===== src/rtl/rob_ctrl.sv =====
// rtl/rob_ctrl.sv - reorder buffer controller: head/tail pointers, done bits, one-cycle flush recovery
module rob_ctrl #(
  parameter int DEPTH = 16,
  parameter int AW    = $clog2(DEPTH)
) (
  input  logic          clk,
  input  logic          rst,
  input  logic          alloc_req,
  output logic          alloc_ready,
  output logic [AW-1:0] alloc_addr,
  input  logic          wb_valid,
  input  logic [AW-1:0] wb_addr,
  output logic          commit_ready,
  output logic [AW-1:0] commit_addr,
  input  logic          commit_ack,
  input  logic          flush_req,
  input  logic [AW-1:0] flush_addr,
  output logic          flush_busy,
  output logic [AW:0]   count,
  input  logic [AW-1:0] query_addr,
  output logic          query_valid
);

  typedef enum logic {S_RUN, S_FLUSH} state_t;

  state_t           r_state;
  logic [AW:0]      r_head;
  logic [AW:0]      r_tail;
  logic [DEPTH-1:0] r_done;

  logic             w_empty;
  logic             w_full;
  logic [AW:0]      w_count;
  logic [AW-1:0]    w_wb_off;
  logic [AW-1:0]    w_fl_off;
  logic [AW-1:0]    w_q_off;
  logic             w_wb_in;
  logic             w_fl_in;
  logic             w_alloc_fire;
  logic             w_commit_fire;
  logic             w_flush_fire;
  logic             w_wb_squashed;
  logic [AW:0]      w_flush_tail;
  logic [DEPTH-1:0] w_done_nxt;

  // Age of an address relative to head; an address is live when its age is below count.
  function automatic logic [AW-1:0] f_age(input logic [AW-1:0] a, input logic [AW-1:0] h);
    return a - h;
  endfunction

  assign w_count  = r_tail - r_head;
  assign w_empty  = (r_head == r_tail);
  assign w_full   = (r_head[AW-1:0] == r_tail[AW-1:0]) && (r_head[AW] != r_tail[AW]);

  assign w_wb_off = f_age(wb_addr, r_head[AW-1:0]);
  assign w_fl_off = f_age(flush_addr, r_head[AW-1:0]);
  assign w_q_off  = f_age(query_addr, r_head[AW-1:0]);
  assign w_wb_in  = ({1'b0, w_wb_off} < w_count);
  assign w_fl_in  = ({1'b0, w_fl_off} < w_count);

  assign alloc_ready   = !w_full && (r_state == S_RUN) && !flush_req;
  assign commit_ready  = !w_empty && r_done[r_head[AW-1:0]];
  assign w_alloc_fire  = alloc_req && alloc_ready;
  assign w_commit_fire = commit_ack && commit_ready;
  assign w_flush_fire  = flush_req && w_fl_in && (r_state == S_RUN);
  assign w_wb_squashed = w_flush_fire && (w_wb_off > w_fl_off);
  assign w_flush_tail  = r_head + {1'b0, w_fl_off} + (AW+1)'(1);

  assign alloc_addr  = r_tail[AW-1:0];
  assign commit_addr = r_head[AW-1:0];
  assign flush_busy  = (r_state == S_FLUSH);
  assign count       = w_count;
  assign query_valid = ({1'b0, w_q_off} < w_count);

  always_comb begin
    w_done_nxt = r_done;
    if (wb_valid && w_wb_in && !w_wb_squashed)
      w_done_nxt[wb_addr] = 1'b1;
    if (w_flush_fire) begin
      for (int i = 0; i < DEPTH; i++) begin
        if (f_age(AW'(i), r_head[AW-1:0]) > w_fl_off)
          w_done_nxt[i] = 1'b0;
      end
    end
    if (w_commit_fire)
      w_done_nxt[r_head[AW-1:0]] = 1'b0;
    if (w_alloc_fire)
      w_done_nxt[r_tail[AW-1:0]] = 1'b0;
  end

  always_ff @(posedge clk or posedge rst) begin
    if (rst) begin
      r_state <= S_RUN;
      r_head  <= '0;
      r_tail  <= '0;
      r_done  <= '0;
    end else begin
      r_done <= w_done_nxt;
      if (w_commit_fire)
        r_head <= r_head + (AW+1)'(1);
      case (r_state)
        S_RUN: begin
          if (w_flush_fire) begin
            r_tail  <= w_flush_tail;
            r_state <= S_FLUSH;
          end else if (w_alloc_fire) begin
            r_tail <= r_tail + (AW+1)'(1);
          end
        end
        default: r_state <= S_RUN;
      endcase
    end
  end

endmodule

===== config.mk =====
export PLATFORM = sky130hd
export DESIGN_NAME = rob_ctrl
export DESIGN_NICKNAME = d
export VERILOG_FILES = /design/src/rtl/rob_ctrl.sv
export SDC_FILE = /design/constraint.sdc
export NUM_CORES = 1
export LEC_CHECK = 0
export CORE_UTILIZATION = 41
export CTS_CLUSTER_DIAMETER = 60
export CTS_CLUSTER_SIZE = 28
export DETAILED_ROUTE_END_ITERATION = 10
export DONT_BUFFER_PORTS = 1
export GPL_ROUTABILITY_DRIVEN = 1
export PLACE_DENSITY_LB_ADDON = 0.25
export SLEW_MARGIN = 20
export SYNTH_ARGS = -nofsm -noshare
export SYNTH_HDL_FRONTEND = slang
export SYNTH_SLANG_ARGS = --single-unit

===== constraint.sdc =====
create_clock -name clk -period 4.8 [get_ports clk]
set_input_delay 0.96 -clock clk [delete_from_list [all_inputs] [get_ports clk]]
set_output_delay 0.96 -clock clk [all_outputs]
set_load 0.02 [all_outputs]

# After elaboration in Yosys (flattened, before gate mapping)
# Index checks and enable logic that the tools add are counted.
# word_totals
ff_bits,27
latchBits,0
ram_bits,0
romBits,0
input_bits,18
wordCells,115
n_memories,0
# op_classes
addsub,24
multipliers,0
n_div,0
n_lt_le_gt_ge,26
eq_ne,3
shift,0
n_mux,32
n_bitwise,6
reduce_logical,20
# op_table
op,n
4-bit greater-than comparator,17
16-bit 2-to-1 mux,4
16-bit AND,2
16-bit inverter,2
4-bit subtractor (first input constant),8
1-bit 2-to-1 mux,22
16-bit bitwise OR,1
3-bit by 4-bit subtractor with 4-bit output (first input constant),4
5-bit by 1-bit adder with 5-bit output (second input constant),3
4-bit by 5-bit less-than comparator with 1-bit output,3
4-bit by 5-bit less-than comparator with 1-bit output (second input constant),3
1-bit logical AND,14
1-bit demux with 4-bit select,3
4-bit by 1-bit >= comparator with 1-bit output (second input constant),3
4-bit subtractor,3
5-bit 2-to-1 mux,2
1-bit by 4-bit subtractor with 4-bit output (first input constant),2
2-bit by 4-bit subtractor with 4-bit output (first input constant),2
5-bit by 4-bit adder with 5-bit output,1
5-bit equality test,1
5-bit subtractor,1
1-bit binary-select mux with 4-bit select,1
4-bit equality test,1
1-bit logical NOT,4
other kinds (4),4

# Logic depth before layout (Yosys ltp)
# Gate-level depths: netlist of the first run.
# depth
ltp_word,14
depth_mapped,14

# Worst setup path after synthesis of the first run
# OpenSTA, ideal clock, no wires.
# synth_path
path_type,in2reg
startpoint,in flush_addr[0]
endpoint,reg r_done[10]
setup_time_ns,0.132
arrival_time_ns,4.007
required_ns,4.668
setup_slack_ns,0.661
stages,11
n_path_buf,0
path_cell_list,inv_1 > ha_1 > fa_1 > xor2_1 > ha_1 > nand3_1 > o22ai_1 > nor4b_1 > a2111oi_2 > a21oi_1 > a2111oi_2
# synth_between
elab_chain_len,14
elab_cells_between_ends,16
# synth_rtl
item,line_no,text
from (decl),17,"input logic [AW-1:0] flush_addr,"
4-bit subtractor (*),48,return a - h;
4-bit by 5-bit less-than comparator with 1-bit output,59,"assign w_fl_in = ({1'b0, w_fl_off} < w_count);"
1-bit logical AND (2 in a row),65,assign w_flush_fire = flush_req && w_fl_in && (r_state == S_RUN);
1-bit logical AND,66,assign w_wb_squashed = w_flush_fire && (w_wb_off > w_fl_off);
1-bit logical NOT,77,if (wb_valid && w_wb_in && !w_wb_squashed)
1-bit logical AND,77,
16-bit 2-to-1 mux,77,
1-bit 2-to-1 mux,81,"if (f_age(AW'(i), r_head[AW-1:0]) > w_fl_off)"
16-bit 2-to-1 mux (*),79,if (w_flush_fire) begin
16-bit AND (no source line),-,
16-bit 2-to-1 mux (*),85,if (w_commit_fire)
16-bit AND (no source line),-,
16-bit 2-to-1 mux (*),87,if (w_alloc_fire)
via w_done_nxt[10],44,logic [DEPTH-1:0] w_done_nxt;
to (signal assigned),98,r_done <= w_done_nxt;
to (decl),29,logic [DEPTH-1:0] r_done;
# Mark *: on every way through the listed nets, which the timed path passes. The rest lies on a longest branch.
# A chain may end at the register's enable or synchronous reset.

# Worst setup path after layout of the first run
# layout_path
startpoint,in flush_addr[0]
endpoint,reg r_done[5]
# The elaborated chain is that of the path after synthesis.

==> impl_metrics.ini, run 1 <==
[final_layout]
layout-drive-gt1-share_pct = 9.43
final_common_cell = ha_1
antenna_cells = 0
nNetsFinal = 497
layout_common_cells = ha_1, inv_1, a21oi_1, dfrtp_1, nor2_1
layout-area-overhead-vs-synth_pct = 5.08

[clock_tree]
cts-hold-fix-buffers = 0
cts_max_path_buffers = 2
cts_buffers = 3
post-cts-setup-buffers = 0
cts-resized-gates = 0
clockRootBuffer = clkbuf_8
worstSkewPairLatency_ns = 0.29
cts-htree-levels = 1
cts_sinks = 27
cts_tree = yes
clk_pin_slew_worst_paths_ns = 0.10

[logic_synthesis]
async_reset_ff_share_pct = 100
ys_warn_count = 0
yosys.area.top_type_share_pct = 23.7
synth_area_per_cell_um2 = 9.02
synthTopCellsByArea = ha_1, dfrtp_1, a21oi_1
yosysSeqAreaShare_pct = 18.5
ys_seq_elements = 27
synth-main-ff-cell = dfrtp_1
synthCells = 404
synth_area_um2 = 3640
synth_edf_count = 0
ys_types = 57
syn_nets = 497
yosysTopAreaCell = ha_1

[worst_setup_path]
crit_buf_inv = 2
crit_family = adder cells
cp-start-kind = primary input
crit_type = in2reg
r2r-start = r_head[0]
required_ns = 4.98
crit_chain = inv_1, ha_1, fa_1, inv_1, ha_1, o21a_1, nor2_1, maj3_1, a211o_4, a2111oi_2, a21oi_1, a2111oi_2
ff2ff_setup_slack_ns = 0.95
cp_max_fo = 6
critPathArrivalTime_ns = 4.15
cpPeakStageDelay_ns = 0.66
cp-end-kind = register
reg2reg_to = r_done[5]
cp_slowest_cell = fa_1
reg2regPathDepth = 11

[sta]
rsz0062_at_grt = false
tightest_slew_ns = 0.980
clock.fmax_mhz = 252
timing.hold.ws_ns = 0.564
timing.final.hold_violations = 0
fin_setup_tns_ns = 0
slew_violations = 0
min_period_ns = 3.96
clock_skew_ns = 0.00406
min_period_over_period_pct = 82.6
slew_headroom_pct = 34.2
finalSetupViolCount = 0

[floorplan]
core-area_um2 = 8680
pin_count = 35
die_width_um = 96.3
rows = 34
start_util_pct = 42.0
dieArea_um2 = 9270
die_y_um = 96.3

[place]
numPortBuffers = 0
hpwl_um = 8380
place.gp.congestion = 0.921

[grt]
grt_max_degree = 28
grt_usage_pct = 23.9
met3_usage_pct = 5.06
grt_overflow = 0
antenna_found_initial = 0
grt_pass1_vias = 3046
top_usage_layer = met2
grt_pass1_wl_um = 16200
use_met1_pct = 31.0
use_met2_pct = 38.1

[status]
outcome = complete, no violations

[worst_hold_path]
min_to = r_head[4]
hp-class = reg2reg
hold_path_depth = 1
hold_path_startpoint = r_head[4]

[detailed_routing]
vias = 3155
wirelength_um = 10600
initialDrtViolationCount = 250
ant_nets = 0
drt_first_pass_iters = 5
post_drt_wl_per_cell_um = 20.8
drcViolationCount = 0
via_per_inst = 6.17

[job]
cap_violations = 0
-- cell type report --
class | instances | area [um2]
Clock buffer | 3 | 41.3
Clock inverter | 1 | 7.51
Fill cell | 850 | 4850
Inverter | 41 | 154
Multi-Input combinational cell | 318 | 2720
Sequential cell | 27 | 676
Tap cell | 108 | 135
Timing Repair Buffer | 13 | 97.6
-- synth_stat cells (3+ instances only) --
| master | number |
|---|---|
| xor2_1 | 12 |
| nor2_1 | 23 |
| and3_1 | 12 |
| nand2_1 | 16 |
| nand3_1 | 4 |
| xnor2_1 | 18 |
| nand2b_1 | 5 |
| o21ai_0 | 5 |
| inv_1 | 40 |
| mux2i_1 | 4 |
| a31oi_1 | 5 |
| nand3b_1 | 4 |
| a21o_1 | 15 |
| a2111oi_0 | 3 |
| ha_1 | 69 |
| a311oi_1 | 4 |
| dfrtp_1 | 27 |
| a2111oi_2 | 8 |
| a211oi_1 | 11 |
| nor3_1 | 7 |
| fa_1 | 6 |
| and2_1 | 3 |
| buf_1 | 3 |
| buf_4 | 8 |
| clkbuf_1 | 3 |
| nor4_1 | 6 |
| buf_2 | 4 |
| a21oi_1 | 38 |
-- worst max-delay path by stage --
| stage | cells after the start | start | slack, ns | to |
|---|---|---|---|---|
| after CTS | 12 | flush_addr[0] | 0.83 | r_done[5] |
| final | 12 | flush_addr[0] | 0.84 | r_done[5] |
| after detailed placement | 12 | flush_addr[0] | 0.54 | r_done[5] |
| after global routing | 12 | flush_addr[0] | 0.67 | r_done[4] |
| after global placement | 12 | flush_addr[0] | 0.60 | r_done[5] |
| after floorplan | 11 | flush_addr[0] | 0.66 | r_done[10] |
-- state kept, by name, summed over array words and instances (netlist names) --
register / count
r_head: 5
r_tail: 5
r_done: 16
flush_busy: 1
-- routing by layer --
metal  wire length, um  vias to the layer above
met3               824                       35
li1                  -                     1461
met4               443                        0
met5                 0                        -
met1              4650                     1514
met2              4700                      145
-- logic make-up after synthesis --
family                   after synthesis  synth area share, %
AND/OR/NAND/NOR                       90                 13.3
flip-flops                            27                 18.5
buffers and inverters                 59                 7.04
multiplexers                           6                 2.34
AO/OA/AOI/OAI                        115                 24.0
XOR/XNOR                              30                 7.21
adder cells (fa/ha/maj)               77                 27.5
-- stage by stage --
step	instance area [um2]	setup WS, ns	util, %	instances
floorplan	3640	0.661	-	404
global placement	3770	0.600	43.5	507
detailed placement	3780	0.535	43.6	507
CTS	3830	0.835	44.1	511
global route	3830	0.670	44.1	511
finish	3830	0.837	44.1	511
Power of run 1 is left out: the tool's default activity adds up to more than one toggle a clock period on the data nets, which glitch-free logic cannot reach.
==> run 2, diff against run 1 <==
==> constraint.sdc (replaced) <==
create_clock -name clk -period 3.9 [get_ports clk]
set_input_delay 0.78 -clock clk [delete_from_list [all_inputs] [get_ports clk]]
set_output_delay 0.78 -clock clk [all_outputs]
set_load 0.02 [all_outputs]
==> run 2 against run 1 <==
  * Non-clock buffer count up 9
  * First-iteration DRC count shrank 22%
  * Utilization is 0.78 points higher
  * Critical endpoint is now query_valid
  * Global-route usage decreased by 0.31 points
  * Worst hold slack got worse by 0.12 ns
  * Design area increased by 1.8%
  * Die area did not move
  * Sequential cell count unchanged
  * Register-to-register slack got worse by 0.70 ns
==> impl_metrics.ini, run 2 (synthesis gave the netlist of run 1 again) <==
[floorplan]
pin_count = 35
rows = 34
dieArea_um2 = 9270
start_util_pct = 42.0
die_y_um = 96.3
core-area_um2 = 8680
die_width_um = 96.3

[grt]
grt_pass1_wl_um = 16300
grt_max_degree = 28
grt_pass1_vias = 3185
grt_usage_pct = 23.6
grt_overflow = 0
antenna_found_initial = 0

[detailed_routing]
vias = 3096
post_drt_wl_per_cell_um = 19.9
wirelength_um = 10400
initialDrtViolationCount = 194
via_per_inst = 5.95
drt_first_pass_iters = 7
ant_nets = 0
drcViolationCount = 0

[worst_setup_path]
crit_chain = inv_1, ha_1, and3b_4, o21ai_0, nand2_1, ha_1, o311a_1, o21bai_1, buf_4
cp_max_fo = 11
cp-start-kind = register
required_ns = 3.12
cp_slowest_cell = inv_1
crit_path_frequent_cell = ha_1
cpPeakStageDelay_ns = 0.40
cp-end-kind = output pin
critPathArrivalTime_ns = 2.91
crit_type = reg2out

[final_layout]
fin_cells = 520
layout-area-overhead-vs-synth_pct = 6.94
antenna_cells = 0
largest_reg_flops = 16
largestRegisters = r_done x16, r_head x5, r_tail x5
layout-drive-gt1-share_pct = 11.4
top_register = r_done
fin_area_um2 = 3900
utilization_pct = 44.9
layout_common_cells = ha_1, inv_1, a21oi_1, dfrtp_1, nor2_1
nNetsFinal = 506
final_common_cell = ha_1

[clock_tree]
cts-htree-levels = 1
cts_buffers = 3
cts_tree = yes
cts_max_path_buffers = 2
worstSkewPairLatency_ns = 0.29
cts_sinks = 27
clk_pin_slew_worst_paths_ns = 0.12
cts-resized-gates = 0
post-cts-setup-buffers = 0
clockRootBuffer = clkbuf_8
cts-hold-fix-buffers = 0

[status]
outcome = complete, no violations

[sta]
min_period_over_period_pct = 94.5
finalSetupViolCount = 0
rsz0062_at_grt = false
min_period_ns = 3.69
clock.fmax_mhz = 271
slew_violations = 0
timing.final.hold_violations = 0
tightest_slew_ns = 0.923
fin_setup_tns_ns = 0
slew_headroom_pct = 38.1
clock_skew_ns = 0.0168

[job]
cap_violations = 0

[place]
numPortBuffers = 0
hpwl_um = 8280
placed_cells = 516
place.gp.congestion = 0.956
dpl-instance-area_um2 = 3850

[worst_hold_path]
hp-class = in2async
-- run 2: cell types whose count changed in the layout (fill, tap and decap cells not counted), sizes merged --
cell | before | now
buf | 13 | 22
-- run 2: worst max-delay path: cells and delay by family, from the launching register on --
| kind | cells | cell delay, ns |
|---|---|---|
| and+or+nand+nor | 2 | 0.37 |
| buffers and inverters | 2 | 0.55 |
| AOI/OAI and AO/OA | 3 | 0.56 |
| adders and majority gates | 2 | 0.72 |
| DFF | 1 | 0.39 |
-- run 2: cell type report --
class	count	area [um2]
fillers	887	4780
well taps	108	135
flip-flops and latches	27	676
clock inverters	1	7.51
clock buffers	3	41.3
multi-input cells	318	2720
repair buffers	22	165
inverters	41	154
-- run 2: path summary, 6_finish.rpt --
check,start,endpoint,slack [ns],depth (start not counted)
max in group asynchronous,rst,r_done[3],3.03,1
min in group clk,r_head[4],r_head[4],0.54,1
worst max-delay path,r_head[2],query_valid,0.21,9
worst min register to register,r_head[4],r_head[4],0.54,1
worst min-delay path,rst,r_done[0],0.44,1
worst max register to register,r_head[0],r_done[5],0.25,12
-- run 2: per-layer routing --
layer | wire [um] | vias up | track usage (%)
met5 | 0 | - | 0
met3 | 622 | 15 | 3.55
met4 | 268 | 0 | 7.71
li1 | - | 1491 | -
met1 | 4590 | 1491 | 29.5
met2 | 4880 | 99 | 41.4
-- run 2: metrics by stage --
stage	hold WS, ns	worst slack, ns
after floorplan	0.498	0.0573
after global placement	0.513	0.113
after detailed placement	0.521	0.0514
after CTS	0.472	0.257
after global routing	0.498	0.0304
final	0.443	0.213
Power of run 2 is left out for the same reason.
